## src/rtl/bsg_manycore_drlp_barrier_ctrl_if.sv

```systemverilog
// Master <-> barrier-controller bundle: phase start, per-slave flags, barrier
// handshake outputs and perf counters.
interface bsg_manycore_drlp_barrier_ctrl_if #(
    parameter int num_slaves_p    = 2,
    parameter int timeout_width_p = 16
);
    logic                       start_v_i;
    logic [num_slaves_p-1:0]    slave_mask_i;
    logic [timeout_width_p-1:0] timeout_cycles_i;
    logic [num_slaves_p-1:0]    pe_ready_i;
    logic [num_slaves_p-1:0]    slave_done_i;
    logic                       done_ack_i;
    logic                       busy_o;
    logic                       all_pe_ready_o;
    logic                       all_slave_done_o;
    logic                       error_o;
    logic [num_slaves_p-1:0]    missing_o;
    logic [31:0]                wait_cycles_o;
    logic [31:0]                run_cycles_o;

    modport master (
        output start_v_i, slave_mask_i, timeout_cycles_i, pe_ready_i, slave_done_i, done_ack_i,
        input  busy_o, all_pe_ready_o, all_slave_done_o, error_o, missing_o,
               wait_cycles_o, run_cycles_o
    );

    modport slave (
        input  start_v_i, slave_mask_i, timeout_cycles_i, pe_ready_i, slave_done_i, done_ack_i,
        output busy_o, all_pe_ready_o, all_slave_done_o, error_o, missing_o,
               wait_cycles_o, run_cycles_o
    );
endinterface

```

## src/rtl/bsg_manycore_drlp_barrier_ctrl.sv

```systemverilog
// DRLP barrier/phase sequencer: masked ready/done reduction with watchdog.
// Optional residency counters enabled by BSG_DRLP_BARRIER_PERF_EN.
module bsg_manycore_drlp_barrier_ctrl #(
    parameter int num_slaves_p    = 2,
    parameter int timeout_width_p = 16
) (
    input logic clk_i,
    input logic reset_i,
    bsg_manycore_drlp_barrier_ctrl_if.slave bus
);
    localparam logic [2:0] IDLE       = 3'd0;
    localparam logic [2:0] WAIT_READY = 3'd1;
    localparam logic [2:0] RUN        = 3'd2;
    localparam logic [2:0] DONE       = 3'd3;
    localparam logic [2:0] ERROR      = 3'd4;

    logic [2:0]                 state_q, state_d;
    logic [num_slaves_p-1:0]    mask_q, mask_d;
    logic [num_slaves_p-1:0]    rdy_q, rdy_d;
    logic [num_slaves_p-1:0]    done_q, done_d;
    logic [num_slaves_p-1:0]    missing_q, missing_d;
    logic [timeout_width_p-1:0] cnt_q, cnt_d;
    logic [timeout_width_p-1:0] cnt_inc;
    logic                       rdy_all, done_all, cnt_hit;
    logic                       wait_exit, run_exit;

    // Unmasked slaves are forced to "complete" so their flags never matter.
    assign rdy_all  = &((rdy_q  | bus.pe_ready_i)   | ~mask_q);
    assign done_all = &((done_q | bus.slave_done_i) | ~mask_q);
    assign cnt_hit  = (bus.timeout_cycles_i != '0) &&
                      (cnt_q == bus.timeout_cycles_i - timeout_width_p'(1));
    assign cnt_inc  = (&cnt_q) ? cnt_q : cnt_q + timeout_width_p'(1);

    assign wait_exit = (state_q == WAIT_READY) && (rdy_all  || cnt_hit);
    assign run_exit  = (state_q == RUN)        && (done_all || cnt_hit);

    always_comb begin
        state_d   = state_q;
        mask_d    = mask_q;
        rdy_d     = rdy_q;
        done_d    = done_q;
        missing_d = missing_q;
        cnt_d     = cnt_q;
        case (state_q)
            IDLE: begin
                if (bus.start_v_i) begin
                    mask_d  = bus.slave_mask_i;
                    rdy_d   = '0;
                    done_d  = '0;
                    cnt_d   = '0;
                    state_d = WAIT_READY;
                end
            end
            WAIT_READY: begin
                rdy_d = rdy_q | (bus.pe_ready_i & mask_q);
                cnt_d = cnt_inc;
                if (rdy_all) begin
                    cnt_d   = '0;
                    state_d = RUN;
                end else if (cnt_hit) begin
                    missing_d = mask_q & ~rdy_q;
                    state_d   = ERROR;
                end
            end
            RUN: begin
                done_d = done_q | (bus.slave_done_i & mask_q);
                cnt_d  = cnt_inc;
                if (done_all) begin
                    state_d = DONE;
                end else if (cnt_hit) begin
                    missing_d = mask_q & ~done_q;
                    state_d   = ERROR;
                end
            end
            DONE: begin
                if (bus.done_ack_i) state_d = IDLE;
            end
            ERROR: begin
                if (bus.done_ack_i) begin
                    missing_d = '0;
                    state_d   = IDLE;
                end
            end
            default: state_d = IDLE;
        endcase
    end

    always_ff @(posedge clk_i) begin
        if (reset_i) begin
            state_q   <= IDLE;
            mask_q    <= '0;
            rdy_q     <= '0;
            done_q    <= '0;
            missing_q <= '0;
            cnt_q     <= '0;
        end else begin
            state_q   <= state_d;
            mask_q    <= mask_d;
            rdy_q     <= rdy_d;
            done_q    <= done_d;
            missing_q <= missing_d;
            cnt_q     <= cnt_d;
        end
    end

    assign bus.busy_o           = (state_q != IDLE);
    assign bus.all_pe_ready_o   = (state_q == RUN);
    assign bus.all_slave_done_o = (state_q == DONE);
    assign bus.error_o          = (state_q == ERROR);
    assign bus.missing_o        = missing_q;

`ifdef BSG_DRLP_BARRIER_PERF_EN
    logic [31:0] perf_q, perf_d;
    logic [31:0] perf_inc;
    logic [31:0] wait_cycles_q, wait_cycles_d;
    logic [31:0] run_cycles_q, run_cycles_d;

    // perf_inc includes the current cycle, so the snapshot is full residency.
    assign perf_inc = (&perf_q) ? perf_q : perf_q + 32'd1;

    always_comb begin
        perf_d        = perf_q;
        wait_cycles_d = wait_cycles_q;
        run_cycles_d  = run_cycles_q;
        if (state_q == IDLE && bus.start_v_i) perf_d = '0;
        if (state_q == WAIT_READY || state_q == RUN) perf_d = perf_inc;
        if (wait_exit) begin
            wait_cycles_d = perf_inc;
            perf_d        = '0;
        end
        if (run_exit) run_cycles_d = perf_inc;
    end

    always_ff @(posedge clk_i) begin
        if (reset_i) begin
            perf_q        <= '0;
            wait_cycles_q <= '0;
            run_cycles_q  <= '0;
        end else begin
            perf_q        <= perf_d;
            wait_cycles_q <= wait_cycles_d;
            run_cycles_q  <= run_cycles_d;
        end
    end

    assign bus.wait_cycles_o = wait_cycles_q;
    assign bus.run_cycles_o  = run_cycles_q;
`else
    logic unused_exit;
    assign unused_exit       = wait_exit ^ run_exit;
    assign bus.wait_cycles_o = '0;
    assign bus.run_cycles_o  = '0;
`endif
endmodule
```

## src/flat_wrapper.sv

```systemverilog
// flat-port wrapper written by rule: the top's interface ports become plain ports
module bsg_manycore_drlp_barrier_ctrl_flat 
#(
    parameter int num_slaves_p    = 2,
    parameter int timeout_width_p = 16
)
  (clk_i, reset_i, bus_start_v_i, bus_slave_mask_i, bus_timeout_cycles_i, bus_pe_ready_i, bus_slave_done_i, bus_done_ack_i, bus_busy_o, bus_all_pe_ready_o, bus_all_slave_done_o, bus_error_o, bus_missing_o, bus_wait_cycles_o, bus_run_cycles_o);
  bsg_manycore_drlp_barrier_ctrl_if #(.num_slaves_p(num_slaves_p), .timeout_width_p(timeout_width_p)) bus_i ();
  input logic clk_i;
  input logic reset_i;
  input wire logic [$bits(bus_i.start_v_i)-1:0] bus_start_v_i;
  input wire logic [$bits(bus_i.slave_mask_i)-1:0] bus_slave_mask_i;
  input wire logic [$bits(bus_i.timeout_cycles_i)-1:0] bus_timeout_cycles_i;
  input wire logic [$bits(bus_i.pe_ready_i)-1:0] bus_pe_ready_i;
  input wire logic [$bits(bus_i.slave_done_i)-1:0] bus_slave_done_i;
  input wire logic [$bits(bus_i.done_ack_i)-1:0] bus_done_ack_i;
  output wire logic [$bits(bus_i.busy_o)-1:0] bus_busy_o;
  output wire logic [$bits(bus_i.all_pe_ready_o)-1:0] bus_all_pe_ready_o;
  output wire logic [$bits(bus_i.all_slave_done_o)-1:0] bus_all_slave_done_o;
  output wire logic [$bits(bus_i.error_o)-1:0] bus_error_o;
  output wire logic [$bits(bus_i.missing_o)-1:0] bus_missing_o;
  output wire logic [$bits(bus_i.wait_cycles_o)-1:0] bus_wait_cycles_o;
  output wire logic [$bits(bus_i.run_cycles_o)-1:0] bus_run_cycles_o;
  assign bus_i.start_v_i = bus_start_v_i;
  assign bus_i.slave_mask_i = bus_slave_mask_i;
  assign bus_i.timeout_cycles_i = bus_timeout_cycles_i;
  assign bus_i.pe_ready_i = bus_pe_ready_i;
  assign bus_i.slave_done_i = bus_slave_done_i;
  assign bus_i.done_ack_i = bus_done_ack_i;
  assign bus_busy_o = bus_i.busy_o;
  assign bus_all_pe_ready_o = bus_i.all_pe_ready_o;
  assign bus_all_slave_done_o = bus_i.all_slave_done_o;
  assign bus_error_o = bus_i.error_o;
  assign bus_missing_o = bus_i.missing_o;
  assign bus_wait_cycles_o = bus_i.wait_cycles_o;
  assign bus_run_cycles_o = bus_i.run_cycles_o;
  bsg_manycore_drlp_barrier_ctrl #(.num_slaves_p(num_slaves_p), .timeout_width_p(timeout_width_p)) u_core (.clk_i(clk_i), .reset_i(reset_i), .bus(bus_i));
endmodule
```

## config.mk

```make
export PLATFORM = sky130hd
export DESIGN_NAME = bsg_manycore_drlp_barrier_ctrl_flat
export DESIGN_NICKNAME = d
export VERILOG_FILES = /design/src/rtl/bsg_manycore_drlp_barrier_ctrl_if.sv /design/src/rtl/bsg_manycore_drlp_barrier_ctrl.sv /design/src/flat_wrapper.sv
export SDC_FILE = /design/constraint.sdc
export NUM_CORES = 1
export LEC_CHECK = 0
export ABC_AREA = 1
export BUFFER_PORTS_ARGS = -buffer_cell sky130_fd_sc_hd__buf_2
export CORE_ASPECT_RATIO = 1.25
export CORE_MARGIN = 2
export CORE_UTILIZATION = 54
export CTS_CLUSTER_DIAMETER = 100
export DETAILED_ROUTE_END_ITERATION = 6
export PLACE_DENSITY_LB_ADDON = 0.12
export SETUP_SLACK_MARGIN = 0.1
export SLEW_MARGIN = 20
export SYNTH_ARGS = -nofsm -noshare
export SYNTH_HDL_FRONTEND = slang
export SYNTH_SLANG_ARGS = --single-unit
export TNS_END_PERCENT = 5
```

## constraint.sdc

```tcl
create_clock -name clk_i -period 5.5 [get_ports clk_i]
set_clock_uncertainty 0.1 [all_clocks]
set_input_delay 0.275 -clock clk_i [delete_from_list [all_inputs] [get_ports clk_i]]
set_output_delay 0.275 -clock clk_i [all_outputs]
set_load 0.005 [all_outputs]
```

# Word-level counts from Yosys, hierarchy flattened
# Index checks and enable logic that the tools add are counted.
[word_totals] register_bits=27 inputBits=26 output_inout_bits=70 elab_cells=70
[classes] add_sub_neg=2 n_eq_ne=12 n_mux=19 bitwise=13 n_reduce_logical=18
[ops] operator="$mux W16" count=3
[ops] operator="$pmux W16 S3" count=1
[ops] operator="$add A16 B1 Y16 const B" count=1
[ops] operator="$eq A16 B16 Y1" count=1
[ops] operator="$reduce_and A16 Y1" count=1
[ops] operator="$reduce_bool A16 Y1" count=1
[ops] operator="$sub A16 B1 Y16 const B" count=1
[ops] operator="$mux W3" count=5
[ops] operator="$reduce_and A2 Y1" count=7
[ops] operator="$mux W2" count=6
[ops] operator="$or A2 B2 Y2" count=6
[ops] operator="$pmux W3 S4" count=1
[ops] operator="$reduce_bool A3 Y1" count=3
[ops] operator="$and A2 B2 Y2" count=4
[ops] operator="$ne A2 B2 Y1 const B" count=4
[ops] operator="$pmux W2 S2" count=2
[ops] operator="$eq A3 B2 Y1 const B" count=2
[ops] operator="$ne A2 B1 Y1 const B" count=3
[ops] operator="$not A2 Y2" count=3
[ops] operator="$pmux W2 S3" count=1
[ops] operator="$reduce_and A6 Y1" count=1
[ops] operator="$reduce_bool A2 Y1" count=2
[ops] operator="$eq A3 B1 Y1 const B" count=1
[ops] operator="$eq A3 B3 Y1 const B" count=1
[ops] operator="other kinds (3)" count=3

# Depth between registers and ports, before layout
[depth] word_depth=6 depth_mapped=18 ltp_nobuf=18

# Least setup slack after synthesis
# Ideal clock, no wire load.
[synth_timing] kind="input to register" startpoint="input bus_timeout_cycles_i[0]" endpoint="register u_core.missing_q[0], in the netlist u_core.bus.missing_o[0]" setup_ps=113 arrival_time_ps=1652 required_ps=5287 setup_slack_ps=3635 path_stages=15 n_path_buf=0 cell_sequence="inv_1 > ha_1 > nand2_1 > nor2_1 > nand3_1 > nand3_1 > nand2_1 > nor2_1 > nand3_1 > nor2_4 > nor2_1 > nor2_2 > nand2_2 > nor2_1 > nor2_1"
[synth_between] elab_chain_len=5 word_cells_on_any_way=7 classes_between="add/sub: 1; eq/ne: 3; reduce/logical: 3"
[synth_rtl] item="start: declaration" line_no="flat_wrapper.sv:13" text="input wire logic [$bits(bus_i.timeout_cycles_i)-1:0] bus_timeout_cycles_i;"
[synth_rtl] item="$sub A16 B1 Y16" line_no="bsg_manycore_drlp_barrier_ctrl.sv:31" text="(cnt_q == bus.timeout_cycles_i - timeout_width_p'(1));"
[synth_rtl] item="$eq A16 B16 Y1" line_no="bsg_manycore_drlp_barrier_ctrl.sv:31"
[synth_rtl] item="$logic_and A1 B1 Y1 (*)" line_no="bsg_manycore_drlp_barrier_ctrl.sv:30" text="assign cnt_hit = (bus.timeout_cycles_i != '0) &&"
[synth_rtl] item="$ne A2 B1 Y1 (no source line)"
[synth_rtl] item="$reduce_and A6 Y1 (no source line) (*)"
[synth_rtl] item="end signal: assignment" line_no="bsg_manycore_drlp_barrier_ctrl.sv:101" text="missing_q <= missing_d;"
[synth_rtl] item="end: declaration" line_no="bsg_manycore_drlp_barrier_ctrl.sv:21" text="logic [num_slaves_p-1:0] missing_q, missing_d;"
# Mark *: on every way between the ends. The rest lies on a longest branch, timed or not.
# A chain may end at the register's enable or synchronous reset.

# Worst setup path in the final report
[layout_timing] startpoint="register u_core.cnt_q[0]" endpoint="register u_core.cnt_q[10]"
[layout_between] elab_chain_len=4 word_cells_on_any_way=5 classes_between="add/sub: 1; mux: 3; reduce/logical: 1"
[layout_rtl] item="start: declaration" line_no="bsg_manycore_drlp_barrier_ctrl.sv:22" text="logic [timeout_width_p-1:0] cnt_q, cnt_d;"
[layout_rtl] item="start signal: assignment" line_no="bsg_manycore_drlp_barrier_ctrl.sv:102" text="cnt_q <= cnt_d;"
[layout_rtl] item="$add A16 B1 Y16 or $reduce_and A16 Y1 (tied branches)" line_no="bsg_manycore_drlp_barrier_ctrl.sv:32" text="assign cnt_inc = (&cnt_q) ? cnt_q : cnt_q + timeout_width_p'(1);"
[layout_rtl] item="$mux W16 (*)" line_no="bsg_manycore_drlp_barrier_ctrl.sv:32"
[layout_rtl] item="$mux W16" line_no="bsg_manycore_drlp_barrier_ctrl.sv:57" text="if (rdy_all) begin"
[layout_rtl] item="$pmux W16 S3 (*)" line_no="bsg_manycore_drlp_barrier_ctrl.sv:44" text="case (state_q)"
# Marks and branches as above.

==> results.py <==
metrics = {
    "global_routing": {
        "antenna_found_initial": 0,
        "grt_pass1_vias": 2090,
        "grt_overflow_total": 0,
        "grt_usage": 0.195,
        "grt_pass1_wl_um": 8420,
        "grt_max_degree": 17,
    },
    "timing": {
        "fin_crit_sh": 0.400,
        "fin_tns_setup_ns": 0,
        "fin_crit_ns": 2.20,
        "tightest_slew_ns": 0.590,
        "maxSlewHeadroom": 0.604,
        "setup_viol": 0,
        "hold_viol": 0,
        "finalMaxSlewViolations": 0,
        "fmax_ghz": 0.455,
        "rsz0062_at_grt": "no",
        "fin_hold_ws_ns": 0.169,
    },
    "critical_path": {
        "cp_slowest_cell": "dfxtp_1",
        "crit_family": "simple AND/OR/NAND/NOR gates",
        "slowest_delay_ns": 0.40,
        "r2r-end": "u_core.cnt_q[10]",
        "worst-path-buf-inv": 2,
        "cp-startpoint": "u_core.cnt_q[0]",
        "path_class": "reg -> reg",
        "cp_common_cell": "nand2_1",
        "endpoint": "u_core.cnt_q[10]",
        "worstPathCellList": "ha_1 -> nand3_1 -> nor2_2 -> nand2_1 -> nor2_2 -> nand2_1 -> nand2_1 -> inv_1 -> nand3_1 -> nor2_1 -> o221ai_1 -> inv_1",
        "reg2reg_depth": 12,
        "critPathCaptureType": "flip-flop",
        "startpoint_type": "flip-flop",
        "worstSetupPathDepth": 12,
        "r2r-start": "u_core.cnt_q[0]",
        "worstPathMaxFanout": 11,
        "critical_path_required_ns": 5.57,
        "r2r_slack_ns": 3.30,
        "arrival_ns": 2.27,
    },
    "final_layout": {
        "multi_input_area_sq_mm": 0.00157,
        "drive_gt1_frac": 0.126,
        "layout.nets": 472,
        "fin_cells": 503,
        "n_fill_cell": 510,
        "most-common-layout-cells": "89 x nand2_1, 64 x conb_1, 57 x inv_1",
        "num_antenna_cells": 0,
        "seqCellArea_sq_um": 541,
        "final_common_cell": "nand2_1",
        "utilization": 0.558,
        "area_growth_pct": 0.532,
    },
    "power": {
        "p_total_uw": 655,
        "vdd_drop_max_mv": 0.219,
        "powerDensity_mw_per_mm2": 252,
        "leakage_nw": 1.31,
    },
    "synthesis": {
        "ys_seq_elements": 27,
        "yosys_warnings": 0,
        "synth_area_sq_mm": 0.00259,
        "syn_inst": 412,
        "synth_area_per_cell_sq_um": 6.28,
        "synth.distinct_cells": 35,
        "ys_seq_area_frac": 0.209,
    },
    "cts": {
        "insertion_delay_ns": 0.27,
        "cts_tree": "yes",
        "postCtsHoldBufs": 0,
        "cts_buffers": 3,
        "cts.sinks": 27,
        "post_cts_resize_count": 0,
        "clockBufferDepth": 2,
        "cts_setup_buffers": 0,
        "root_buffer": "clkbuf_8",
        "h-tree-depth": 1,
        "cts.reportedPaths.clkPinSlew_ns": 0.10,
    },
    "run_status": {
        "status": "completed",
    },
    "placed_design": {
        "port_buffers": 31,
        "gp_congestion": 0.878,
        "dpl.hpwl_um": 4290,
        "place_inst": 499,
    },
    "route": {
        "avgViaCountPerCell": 4.70,
        "drcViolationCount": 0,
        "ant_nets": 0,
        "first_pass_iters": 4,
        "wire_per_inst_um": 10.2,
        "drt_wl_total_um": 5130,
        "num_vias": 2365,
        "first_iter_violations": 112,
    },
    "worst_hold_path": {
        "hold_class": "in -> reg",
    },
    "floorplanning": {
        "die_y_um": 81.4,
        "start_util": 0.555,
        "ios": 96,
        "core_sq_mm": 0.00466,
        "fp-row-count": 28,
        "dieArea_sq_mm": 0.00536,
        "dieWidth_um": 65.9,
    },
    "job": {
        "cap_violations": 0,
    },
}
state kept, by name, summed over array words and instances, names as in the netlist:
| name | count |
|---|---|
| u_core.rdy_q | 2 |
| u_core.done_q | 2 |
| u_core.mask_q | 2 |
| u_core.bus.missing_o | 2 |
| u_core.cnt_q | 16 |
| u_core.state_q | 3 |
synth_stat cells:
cell type / n / area share
nand2_1: 89 / 0.13
buf_4: 64 / 0.19
inv_1: 57 / 0.083
nor2_1: 45 / 0.065
dfxtp_1: 27 / 0.21
a21oi_1: 19 / 0.037
nand3_1: 19 / 0.037
o21ai_0: 16 / 0.031
xor2_1: 11 / 0.037
nor3_1: 9 / 0.017
nor2_2: 8 / 0.019
nand3b_1: 5 / 0.015
nor2_4: 5 / 0.022
nand2_2: 4 / 0.0097
xnor2_1: 4 / 0.014
a31oi_1: 3 / 0.0073
a211oi_1: 2 / 0.0058
clkbuf_2: 2 / 0.0039
ha_1: 2 / 0.0097
nand4_1: 2 / 0.0048
nor3_2: 2 / 0.0077
o311ai_0: 2 / 0.0068
o31ai_1: 2 / 0.0058
or3_1: 2 / 0.0048
a211o_1: 1 / 0.0034
a221oi_1: 1 / 0.0034
and3_1: 1 / 0.0024
buf_6: 1 / 0.0044
conb_1: 1 / 0.0014
nand3_2: 1 / 0.0039
o211ai_1: 1 / 0.0029
o21ai_2: 1 / 0.0034
o21bai_1: 1 / 0.0029
o221ai_1: 1 / 0.0034
or2_1: 1 / 0.0024
area by class of cell:
| type | count | area share |
|---|---|---|
| Sequential cell | 27 | 0.208 |
| Clock inverter | 1 | 0.00289 |
| Clock buffer | 3 | 0.0159 |
| Tap cell | 60 | 0.0289 |
| Timing Repair Buffer | 31 | 0.0596 |
| Inverter | 57 | 0.0823 |
| Multi-Input combinational cell | 324 | 0.603 |
logic make-up after synthesis:
| kind of cell | after synthesis | share of synthesized area |
|---|---|---|
| AND/OR/NAND/NOR | 193 | 0.340 |
| buffers and inverters | 124 | 0.277 |
| AO/OA/AOI/OAI | 50 | 0.113 |
| flip-flops | 27 | 0.209 |
| XOR/XNOR | 15 | 0.0508 |
| adder cells (fa/ha/maj) | 2 | 0.00967 |
| other | 1 | 0.00145 |
layer usage:
| layer | share of wire | track usage | vias up |
|---|---|---|---|
| li1 | - | - | 1231 |
| met1 | 0.41 | 0.219 | 1043 |
| met2 | 0.52 | 0.385 | 85 |
| met3 | 0.057 | 0.0125 | 6 |
| met4 | 0.013 | 0.0604 | 0 |
| met5 | 0 | 0 | - |
tightest hold or removal path, cell delays in order:
cell and delay, ns:
buf_2 0.09, a31oi_1 0.07, nor2_1 0.07
worst min-delay path by stage:
stage,start,endpoint,depth (start not counted)
6_report,bus_pe_ready_i[1],u_core.rdy_q[1],3
5_1_grt,bus_pe_ready_i[1],u_core.rdy_q[1],3
4_1_cts,bus_pe_ready_i[0],u_core.rdy_q[0],3
3_5_place_dp,u_core.cnt_q[4],u_core.cnt_q[4],2
3_3_place_gp,u_core.cnt_q[4],u_core.cnt_q[4],2
2_1_floorplan,bus_pe_ready_i[0],u_core.rdy_q[0],2
report_power, final:
group / leakage [nW] / switching (mW) / internal [mW]
Combinational: 1.07 / 0.198 / 0.0992
Sequential: 0.219 / 0.0216 / 0.221
Clock: 0.0217 / 0.0639 / 0.0514
Total: 1.31 / 0.283 / 0.372
metrics by stage:
step	setup slack, ns	area, sq um
after floorplan	3.63	2820
after global placement	3.23	2550
after detailed placement	3.17	2550
after CTS	3.30	2600
after global routing	3.03	2600
final	3.30	2600
Note: power is estimated with default switching activity, not from simulation.
